$ cat src/rtl/apb_arbiter.sv
// Two-requester round-robin arbiter in front of a single APB master port.
// Grants are latched at arbitration; completion is a one-cycle done pulse to the owner.
module apb_arbiter #(
    parameter int ADDR_W  = 32,
    parameter int DATA_W  = 32,
    parameter int TIMEOUT = 16
) (
    input  logic              clk,
    input  logic              reset_n,

    input  logic              req0_i,
    input  logic [ADDR_W-1:0] addr0_i,
    input  logic              write0_i,
    input  logic [DATA_W-1:0] wdata0_i,
    output logic              done0_o,

    input  logic              req1_i,
    input  logic [ADDR_W-1:0] addr1_i,
    input  logic              write1_i,
    input  logic [DATA_W-1:0] wdata1_i,
    output logic              done1_o,

    output logic [DATA_W-1:0] rdata_o,
    output logic              err_o,

    output logic              psel_o,
    output logic              penable_o,
    output logic              pwrite_o,
    output logic [ADDR_W-1:0] paddr_o,
    output logic [DATA_W-1:0] pwdata_o,
    input  logic              pready_i,
    input  logic              pslverr_i,
    input  logic [DATA_W-1:0] prdata_i
);

    localparam int              CNT_W    = 8;
    localparam logic [CNT_W-1:0] CNT_LAST = CNT_W'(TIMEOUT - 1);

    typedef enum logic [1:0] {
        ST_IDLE,
        ST_SETUP,
        ST_ACCESS
    } state_t;

    state_t             state_q, state_d;
    logic               owner_q;
    logic               last_grant_q;
    logic [CNT_W-1:0]   cnt_q;

    logic               in_access;
    logic               timed_out;
    logic               complete;
    logic               other_req;
    logic               grant_valid;
    logic               grant_id;

    assign in_access = (state_q == ST_ACCESS);
    assign timed_out = in_access && !pready_i && (cnt_q == CNT_LAST);
    assign complete  = in_access && (pready_i || timed_out);

    // The owner's request is consumed at completion, so only the other side may chain.
    assign other_req = owner_q ? req0_i : req1_i;

    // NOTE: defaults are assigned first so every path drives every signal and no latch is inferred.
    always_comb begin
        state_d     = state_q;
        grant_valid = 1'b0;
        grant_id    = 1'b0;
        case (state_q)
            ST_IDLE: begin
                if (req0_i || req1_i) begin
                    grant_valid = 1'b1;
                    grant_id    = (req0_i && req1_i) ? ~last_grant_q : req1_i;
                    state_d     = ST_SETUP;
                end
            end
            ST_SETUP: begin
                state_d = ST_ACCESS;
            end
            ST_ACCESS: begin
                if (complete) begin
                    if (other_req) begin
                        grant_valid = 1'b1;
                        grant_id    = ~owner_q;
                        state_d     = ST_SETUP;
                    end else begin
                        state_d = ST_IDLE;
                    end
                end
            end
            default: begin
                state_d = ST_IDLE;
            end
        endcase
    end

    // NOTE: sequential state uses non-blocking assignments so every flop samples pre-edge values.
    always_ff @(posedge clk or negedge reset_n) begin
        if (!reset_n) begin
            state_q      <= ST_IDLE;
            owner_q      <= 1'b0;
            last_grant_q <= 1'b1;
            cnt_q        <= '0;
            pwrite_o     <= 1'b0;
            paddr_o      <= '0;
            pwdata_o     <= '0;
        end else begin
            state_q <= state_d;

            if (grant_valid) begin
                owner_q      <= grant_id;
                last_grant_q <= grant_id;
                paddr_o      <= grant_id ? addr1_i  : addr0_i;
                pwrite_o     <= grant_id ? write1_i : write0_i;
                pwdata_o     <= grant_id ? wdata1_i : wdata0_i;
            end

            if (state_q == ST_SETUP) begin
                cnt_q <= '0;
            end else if (in_access && !pready_i) begin
                cnt_q <= cnt_q + 8'd1;
            end
        end
    end

    assign psel_o    = (state_q != ST_IDLE);
    assign penable_o = in_access;

    assign done0_o = complete && !owner_q;
    assign done1_o = complete &&  owner_q;

    // Slave response only matters on a real handshake; a timeout forces an error with no data.
    assign err_o   = complete && (timed_out || pslverr_i);
    assign rdata_o = (complete && pready_i && !pwrite_o) ? prdata_i : '0;

endmodule

$ cat config.mk
export PLATFORM = sky130hd
export DESIGN_NAME = apb_arbiter
export DESIGN_NICKNAME = d
export VERILOG_FILES = /design/src/rtl/apb_arbiter.sv
export SDC_FILE = /design/constraint.sdc
export NUM_CORES = 1
export LEC_CHECK = 0
export BUFFER_PORTS_ARGS = -buffer_cell sky130_fd_sc_hd__buf_2
export CAP_MARGIN = 20
export CORE_MARGIN = 4
export CORE_UTILIZATION = 27
export DETAILED_ROUTE_END_ITERATION = 16
export PLACE_DENSITY_LB_ADDON = 0.2
export SLEW_MARGIN = 40
export SYNTH_ARGS = -nofsm -noshare
export SYNTH_HDL_FRONTEND = slang
export SYNTH_SLANG_ARGS = --single-unit
$ cat constraint.sdc
create_clock -name clk -period 3.2 [get_ports clk]
set_input_delay 0.96 -clock clk [delete_from_list [all_inputs] [get_ports clk]]
set_output_delay 0.96 -clock clk [all_outputs]
set_load 0.01 [all_outputs]
# Yosys cells after proc, flatten, opt, wreduce, memory -nomap -nowiden
# Cells that the tools add are included.
[totals]
ff_bits = 77
latchBits = 0
ramBits = 0
mem_bits_ro = 0
input_bits = 168
mem_count = 0
[classes]
n_addsub = 1
n_mul = 0
n_div = 0
magnitude_cmp = 0
n_eq_ne = 5
n_shift = 0
n_mux = 20
n_bitwise = 2
reduce_logical = 19
[op_table]
columns = ["op", "n"]
rows = [
  ["$mux W32", 3],
  ["$mux W8", 2],
  ["$mux W1", 10],
  ["$logic_and A1 B1 Y1", 9],
  ["$add A8 B1 Y8 const B", 1],
  ["$eq A8 B4 Y1 const B", 1],
  ["$pmux W2 S3", 1],
  ["$mux W2", 2],
  ["$pmux W1 S2", 2],
  ["$reduce_bool A2 Y1", 2],
  ["$logic_not A1 Y1", 3],
  ["$logic_or A1 B1 Y1", 3],
  ["$eq A2 B1 Y1 const B", 1],
  ["$eq A2 B2 Y1 const B", 1],
  ["$logic_not A2 Y1", 1],
  ["$ne A2 B1 Y1 const B", 1],
  ["$ne A2 B2 Y1 const B", 1],
  ["$not A1 Y1", 2],
  ["$reduce_and A2 Y1", 1],
]

# Depth between registers and ports, before layout
# Gate-level depths: netlist of the first run.
[depth]
ltp_word = 8
depth_mapped = 8
mapped_depth_nobuf = 6

# Worst setup path after synthesis of the first run
# No wires, ideal clock.
[synth_timing]
path_kind = "in2out"
startpoint = "input port pready_i"
endpoint = "output port done0_o"
arrival_ns = 2.176
path_slack_ns = 0.064
cell_stages = 5
n_path_buf = 2
path_cell_list = "nand4bb_1 -> o31ai_4 -> buf_4 -> buf_2 -> nor2b_1"
[synth_via]
elab_chain_len = 6
[synth_lines]
columns = ["element", "line_no", "rtl"]
rows = [
  ["start, declared", "31", "input logic pready_i,"],
  ["$logic_not A1 Y1", "58", "assign timed_out = in_access && !pready_i && (cnt_q == CNT_LAST);"],
  ["$logic_and A1 B1 Y1 (2 in a row)", "58", ""],
  ["$logic_or A1 B1 Y1 *", "59", "assign complete = in_access && (pready_i || timed_out);"],
  ["$logic_and A1 B1 Y1 *", "59", ""],
  ["$logic_and A1 B1 Y1 *", "129", "assign done0_o = complete && !owner_q;"],
  ["end, declared", "15", "output logic done0_o,"],
]
# Mark *: on every way between the ends. The rest lies on a longest branch, timed or not.

# Worst setup path after layout of the first run
[layout_timing]
startpoint = "input port pready_i"
endpoint = "output port err_o"
[layout_via]
elab_chain_len = 6
elab_cells_between_ends = 7
[layout_lines]
columns = ["element", "line_no", "rtl"]
rows = [
  ["$logic_not A1 Y1", "58", ""],
  ["$logic_and A1 B1 Y1 (2 in a row)", "58", ""],
  ["$logic_or A1 B1 Y1", "59", ""],
  ["$logic_and A1 B1 Y1", "59", ""],
  ["$logic_and A1 B1 Y1 *", "133", "assign err_o = complete && (timed_out || pslverr_i);"],
  ["end, declared", "24", "output logic err_o,"],
]
# Marked as above.

==> flow_summary.toml, run 1 <==
[timing]
tightest_slew_ns = 0.599
fin_crit_sh = 0.950
drv_slew = 0
setup_viol = 0
rsz0062_at_grt = "false"
fin_ws_ns = 0.159
post-route-min-period_ns = 3.04
relSlewSlack = 0.601
skew_ns = 0.00701
hold_viol_final = 0
max_freq_ghz = 0.329
final.setup.tns_ns = 0

[route]
drt-met1-wl_um = 6660
totalWireLength_um = 17300
route.antenna.remaining_nets = 0
drtIter0Drc = 219
drc = 0
top_layer_used = "met4"
dr_wl_met3_um = 1440
wire_per_inst_um = 18.2
num_vias = 5000
wl_met2_um = 8890
firstDrtPassIters = 4
viasPerCell = 5.26

[final_layout]
design_area_sq_um = 6440
drive_above_1_share = 0.516
final_nets = 894
final_core_util = 0.386
area_growth_pct = 39.6
diodes = 0
multiInputGateArea_sq_um = 2430
final_cell_mix = "buf_2, dfrtp_1, a211oi_1"
fin_cells = 950
ff_latch_area_sq_um = 1930
fill_cells = 1759
final_common_cell = "buf_2"

[setup_path]
setup.worst_path.start_class = "input pin"
arrival_ns = 2.08
cp_max_fo = 5
crit_required_ns = 2.24
crit_path_end_kind = "output port"
crit_type = "in2out"

[clocking]
cts_resized = 0
cts_htree_levels = 3
cts_made_buffers = 9
cts_root_buf = "clkbuf_16"
ctsHoldBuffers = 0
clk_pin_slew_worst_paths_ns = 0.06
cts_tree = "built"
clk_latency_ns = 0.34
cts_sinks = 77
clockBufferDepth = 2
cts_setup_buffers = 0

[logic_synthesis]
synthCells = 490
yosysSeqAreaShare = 0.418
synth_edf_count = 0
synthFlopType = "dfrtp_1"
syn_area_per_cell_sq_um = 9.42
ys_ff_latch = 77
synthArstFlopShare = 1.00
yosys_warnings = 0
synth_cell_types = 38
syn_area_sq_um = 4620
synthesis.nets = 659

[run_status]
status = "complete, no violations"

[power]
combPwrFrac = 0.496
power.switching_mw = 2.32
intPower_mw = 3.14
sw_frac_of_total = 0.424
vdd_drop_max_mv = 0.374
leakage_nw = 2.89
seq_power_share = 0.321
p_clk_frac = 0.183
p_per_area_nw_per_um2 = 847

[place]
dpl_cell_area_sq_um = 6160
dp.cells = 934
place_hpwl_um = 12200
place_ws_ns = 0.133
gp_congestion = 0.930
portBuffers = 269

[floorplanning]
dieHeight_um = 139
die_x_um = 139
core-area_sq_um = 16700
start_util = 0.277
placementRows = 47
die-area_sq_um = 19300
pin_count = 270

[flow_run]
drv_cap = 0

[global_routing]
antenna_found_initial = 0
first_global_vias = 5191
grt_pass1_wl_um = 27700
grt_overflow = 0
grt_util_all_layers = 0.174
grt_max_degree = 103

[min_path]
min_path_type = "reg2reg"
-- cells in the mapped netlist (2+ instances only) --
master    instances  area, sq um
a211o_1           2         17.5
o211ai_1          2         15.0
buf_4             6         45.0
nand3_1           5         25.0
and2_1           33          206
nor2_1            6         22.5
clkbuf_1         36          135
mux2_2            2         22.5
o21ai_0          56          280
a21oi_1           2         10.0
a211oi_1         66          495
or3b_2           65          569
nand2_1           9         33.8
a31oi_1          65          407
o31ai_1           2         15.0
clkbuf_2          5         25.0
nor2b_1           3         18.8
buf_2            11         55.1
dfrtp_1          76         1900
nand2b_1          3         18.8
a22o_1            3         26.3
o21ai_1          14         70.1
buf_6             3         33.8
-- area by class of cell --
| class | count | area share |
|---|---|---|
| clock buffers | 13 | 0.0419 |
| multi-input cells | 350 | 0.376 |
| clock inverters | 3 | 0.00291 |
| repair buffers | 285 | 0.236 |
| inverters | 2 | 0.00116 |
| well taps | 220 | 0.0427 |
| flip-flops and latches | 77 | 0.299 |
-- critical path: stages --
cell and delay (ns):
buf_2 0.12, nor4bb_1 0.37, nand3_1 0.22, nor2_1 0.17, a31o_2 0.11, buf_2 0.12
-- power groups by stage --
stage	Clock, mW	Combinational [mW]	Sequential [mW]
floorplan	0	1.52	1.89
global placement	0	2.68	1.76
detailed placement	0	2.74	1.76
CTS	1.03	2.74	1.75
global route	1.08	3.00	1.81
finish	0.999	2.71	1.75
-- metrics by stage --
step | total power [mW] | hold slack (ns)
6_report | 5.46 | 0.505
5_1_grt | 5.89 | 0.530
4_1_cts | 5.53 | 0.514
3_5_place_dp | 4.51 | 0.501
3_3_place_gp | 4.44 | 0.481
2_1_floorplan | 3.41 | 0.454
-- final timing paths --
path	from	end	slack, ns	cells past startpoint
setup reg to reg	cnt_q[4]	paddr_o[17]	0.56	6
max in group asynchronous	reset_n	last_grant_q	1.91	2
hold reg to reg	cnt_q[7]	cnt_q[7]	0.51	1
setup / recovery	pready_i	err_o	0.16	6
min in group asynchronous	reset_n	paddr_o[22]	0.61	1
hold / removal	cnt_q[7]	cnt_q[7]	0.51	1
-- routing by layer --
metal | up-vias | track usage
li1 | 2348 | -
met1 | 2411 | 0.204
met2 | 222 | 0.311
met3 | 19 | 0.0483
met4 | 0 | 0.0510
met5 | - | 0
-- logic make-up (layout without fill, tap and decap cells) --
| logic type | count (synthesis) | count (layout) | synth area share |
|---|---|---|---|
| and+or+nand+nor | 131 | 131 | 0.210 |
| AOI/OAI and AO/OA | 216 | 216 | 0.300 |
| adders and majority gates | 1 | 1 | 0.00271 |
| buffers and inverters | 63 | 303 | 0.0653 |
| DFF | 77 | 77 | 0.418 |
| muxes | 2 | 2 | 0.00488 |
-- state kept, by name (all words and copies together), names as in the netlist --
signal and count:
cnt_q 8, last_grant_q 1, owner_q 1, paddr_o 32, pwdata_o 32, pwrite_o 1, state_q 2
No activity file was read; power rests on OpenSTA's default activity.
==> inputs of run 2 (changes only) <==
CORE_ASPECT_RATIO = 1.4   (was not set)
==> flow_summary.toml, run 2 (synthesis results as in run 1) <==
[run_status]
status = "complete, no violations"

[timing]
tightest_slew_ns = 0.680
relSlewSlack = 0.546
hold_viol_final = 0
skew_ns = 0.00489
rsz0062_at_grt = "false"
fin_crit_sh = 0.948
max_freq_ghz = 0.330
setup_viol = 0
post-route-min-period_ns = 3.03
fin_ws_ns = 0.166
final.setup.tns_ns = 0
drv_slew = 0

[floorplanning]
die-area_sq_um = 19300
placementRows = 56
start_util = 0.276
core-area_sq_um = 16700
dieHeight_um = 163
die_x_um = 119
pin_count = 270

[power]
leakage_nw = 2.89
p_total_mw = 5.53
vdd_drop_max_mv = 0.346
p_per_area_nw_per_um2 = 860

[route]
num_vias = 4941
viasPerCell = 5.30
wire_per_inst_um = 18.8
firstDrtPassIters = 4
route.antenna.remaining_nets = 0
drtIter0Drc = 263
drc = 0
totalWireLength_um = 17500

[flow_run]
drv_cap = 0

[global_routing]
grt_pass1_wl_um = 27000
grt_overflow = 0
grt_util_all_layers = 0.172
grt_max_degree = 105
first_global_vias = 5024
antenna_found_initial = 2

[final_layout]
multiInputGateArea_sq_um = 2430
area_growth_pct = 39.2
drive_above_1_share = 0.516
design_area_sq_um = 6430
fill_cells = 1739
final_nets = 895
diodes = 0
ff_latch_area_sq_um = 1930
final_core_util = 0.384
final_common_cell = "buf_2"
top_regs = "paddr_o: 32 flops, pwdata_o: 32 flops, cnt_q: 8 flops"
final_cell_mix = "buf_2, dfrtp_1, a211oi_1"

[setup_path]
crit_type = "in2out"
crit_top_cell = "buf_2"
crit_required_ns = 2.24
crit_path_end_kind = "output port"
path_cells = "buf_2 > nor4bb_1 > nand3_1 > nor2_1 > a31o_2 > buf_2"
setup.worst_path.start_class = "input pin"
cp_max_fo = 7
crit_slowest_cell = "nor4bb_1"
arrival_ns = 2.07
r2r_cells = 7
critical_path.max_stage_delay_ns = 0.41

[clocking]
cts_sinks = 77
clockBufferDepth = 2
cts_made_buffers = 9
cts_resized = 0
cts_htree_levels = 3
cts_setup_buffers = 0
cts_tree = "built"
clk_pin_slew_worst_paths_ns = 0.06
ctsHoldBuffers = 0
clk_latency_ns = 0.34
cts_root_buf = "clkbuf_16"

[place]
dpl_cell_area_sq_um = 6150
gp_congestion = 0.790
portBuffers = 269
place_hpwl_um = 12400
place_ws_ns = 0.168

[min_path]
min_path_cells = 1
min_path_type = "reg2reg"
run 2: power breakdown:
| group | internal (mW) | switching, mW | total (mW) | leakage [nW] |
|---|---|---|---|---|
| clock | 0.596 | 0.413 | 1.01 | 0.138 |
| sequential | 1.44 | 0.312 | 1.76 | 0.881 |
| combinational | 1.14 | 1.63 | 2.77 | 1.87 |
| total | 3.18 | 2.35 | 5.53 | 2.89 |
run 2: cell type report:
type	instances	area share
clock buffers	10	0.0356
clock inverters	5	0.00817
inverters	2	0.00117
multi-input cells	350	0.377
flip-flops and latches	77	0.300
well taps	203	0.0395
repair buffers	286	0.238
run 2: path summary, 6_finish.rpt:
path / startpoint / endpoint / slack, ns
setup / recovery: pready_i / err_o / 0.17
hold / removal: cnt_q[7] / cnt_q[7] / 0.51
setup reg to reg: state_q[0] / paddr_o[9] / 0.66
hold reg to reg: cnt_q[7] / cnt_q[7] / 0.51
max in group asynchronous: reset_n / pwdata_o[28] / 2.09
min in group asynchronous: reset_n / paddr_o[24] / 0.65
run 2: worst max-delay path: cells and delay by family:
| kind | cells | cell delay [ns] |
|---|---|---|
| simple gates | 3 | 0.73 |
| buf+inv | 2 | 0.27 |
| compound gates | 1 | 0.12 |
run 2: per-layer routing:
| layer | track usage | wire length (um) |
|---|---|---|
| met4 | 0.0601 | 279 |
| met3 | 0.0396 | 1010 |
| met1 | 0.224 | 7350 |
| met5 | 0 | 23 |
| met2 | 0.283 | 8850 |
run 2: metrics by stage:
stage / std cells / hold slack [ns]
global route: 933 / 0.527
finish: 933 / 0.512
global placement: 918 / 0.478
detailed placement: 918 / 0.492
floorplan: 490 / 0.454
CTS: 933 / 0.506
==> inputs of run 3 (changes only) <==
CAP_MARGIN = not set   (was 20)
CELL_PAD_IN_SITES_DETAIL_PLACEMENT = 1   (was not set)
CELL_PAD_IN_SITES_GLOBAL_PLACEMENT = 2   (was not set)
CORE_UTILIZATION = 24   (was 27)
REMOVE_ABC_BUFFERS = 1   (was not set)
==> flow_summary.toml, run 3 (synthesis results as in run 1) <==
[clocking]
cts_tree = "built"
clockBufferDepth = 2
ctsHoldBuffers = 0
clk_latency_ns = 0.33
cts_sinks = 77
cts_htree_levels = 3
cts_resized = 0
cts_setup_buffers = 0
cts_root_buf = "clkbuf_16"
cts_made_buffers = 9
clk_pin_slew_worst_paths_ns = 0.06

[route]
route.antenna.remaining_nets = 0
drtIter0Drc = 186
totalWireLength_um = 19000
wire_per_inst_um = 19.5
num_vias = 4951
drc = 0
viasPerCell = 5.08
firstDrtPassIters = 4

[final_layout]
area_growth_pct = 41.3
design_area_sq_um = 6530
diodes = 0
final_cell_mix = "buf_2, dfrtp_1, a211oi_1"
final_nets = 894
final_common_cell = "buf_2"
top_regs = "paddr_o: 32 flops, pwdata_o: 32 flops, cnt_q: 8 flops"
drive_above_1_share = 0.515
final_core_util = 0.348

[power]
p_total_mw = 5.65
vdd_drop_max_mv = 0.251
leakage_nw = 2.89
p_per_area_nw_per_um2 = 865

[timing]
max_freq_ghz = 0.334
setup_viol = 0
fin_ws_ns = 0.202
holdWs_ns = 0.502
drv_slew = 0
hold_viol_final = 0
relSlewSlack = 0.619
tightest_slew_ns = 0.572
rsz0062_at_grt = "false"
fin_crit_sh = 0.937
post-route-min-period_ns = 3.00
skew_ns = 0.00911

[setup_path]
cp_max_fo = 7
setup.worst_path.start_class = "input pin"
crit_path_end_kind = "output port"
crit_required_ns = 2.24
arrival_ns = 2.04
crit_type = "in2out"

[min_path]
min_path_type = "reg2reg"

[global_routing]
first_global_vias = 5289
grt_util_all_layers = 0.168
antenna_found_initial = 0
grt_pass1_wl_um = 29200
grt_overflow = 0
grt_max_degree = 89

[place]
place_hpwl_um = 13600
place_ws_ns = 0.125
dpl_cell_area_sq_um = 6230
gp_congestion = 0.788
portBuffers = 269

[floorplanning]
die_x_um = 125
placementRows = 59
dieHeight_um = 172
die-area_sq_um = 21600
pin_count = 270
core-area_sq_um = 18800
start_util = 0.246

[flow_run]
drv_cap = 0

[run_status]
status = "complete, no violations"
-- run 3: path summary, 6_finish.rpt --
path	start	end	slack, ns	cells past startpoint
worst max-delay path	pready_i	done1_o	0.20	5
worst min-delay path	cnt_q[7]	cnt_q[7]	0.50	1
worst max register to register	state_q[0]	pwdata_o[8]	0.60	6
worst min register to register	cnt_q[7]	cnt_q[7]	0.50	1
max in group asynchronous	reset_n	pwdata_o[18]	1.94	2
min in group asynchronous	reset_n	pwdata_o[3]	0.60	1
-- run 3: cell type report --
cell class / instances / area (sq um)
Clock inverter: 5 / 61.3
Timing Repair Buffer: 285 / 1560
Sequential cell: 77 / 1930
Multi-Input combinational cell: 350 / 2430
Tap cell: 244 / 305
Fill cell: 2265 / 12200
Inverter: 2 / 7.51
Clock buffer: 11 / 233
-- run 3: layer usage --
layer  GRT usage  wire length, um  part of all wire
met5           0                0                 0
met4      0.0443              287             0.015
met3      0.0355              980             0.052
met2       0.320            10400              0.55
met1       0.191             7340              0.39
-- run 3: power by group --
part,internal (mW),switching [mW]
sequential,1.44,0.316
combinational,1.17,1.68
clock,0.607,0.427
-- run 3: through the flow --
step                instances  TNS, ns
finish                    974        0
global route              974        0
CTS                       974        0
detailed placement        958        0
global placement          957        0
floorplan                 429  -136.03
-- run 3: critical path: stages --
cell       delay (ns)
buf_2            0.13
nand4bb_1        0.31
o31ai_4          0.34
and2_1           0.16
buf_2            0.13
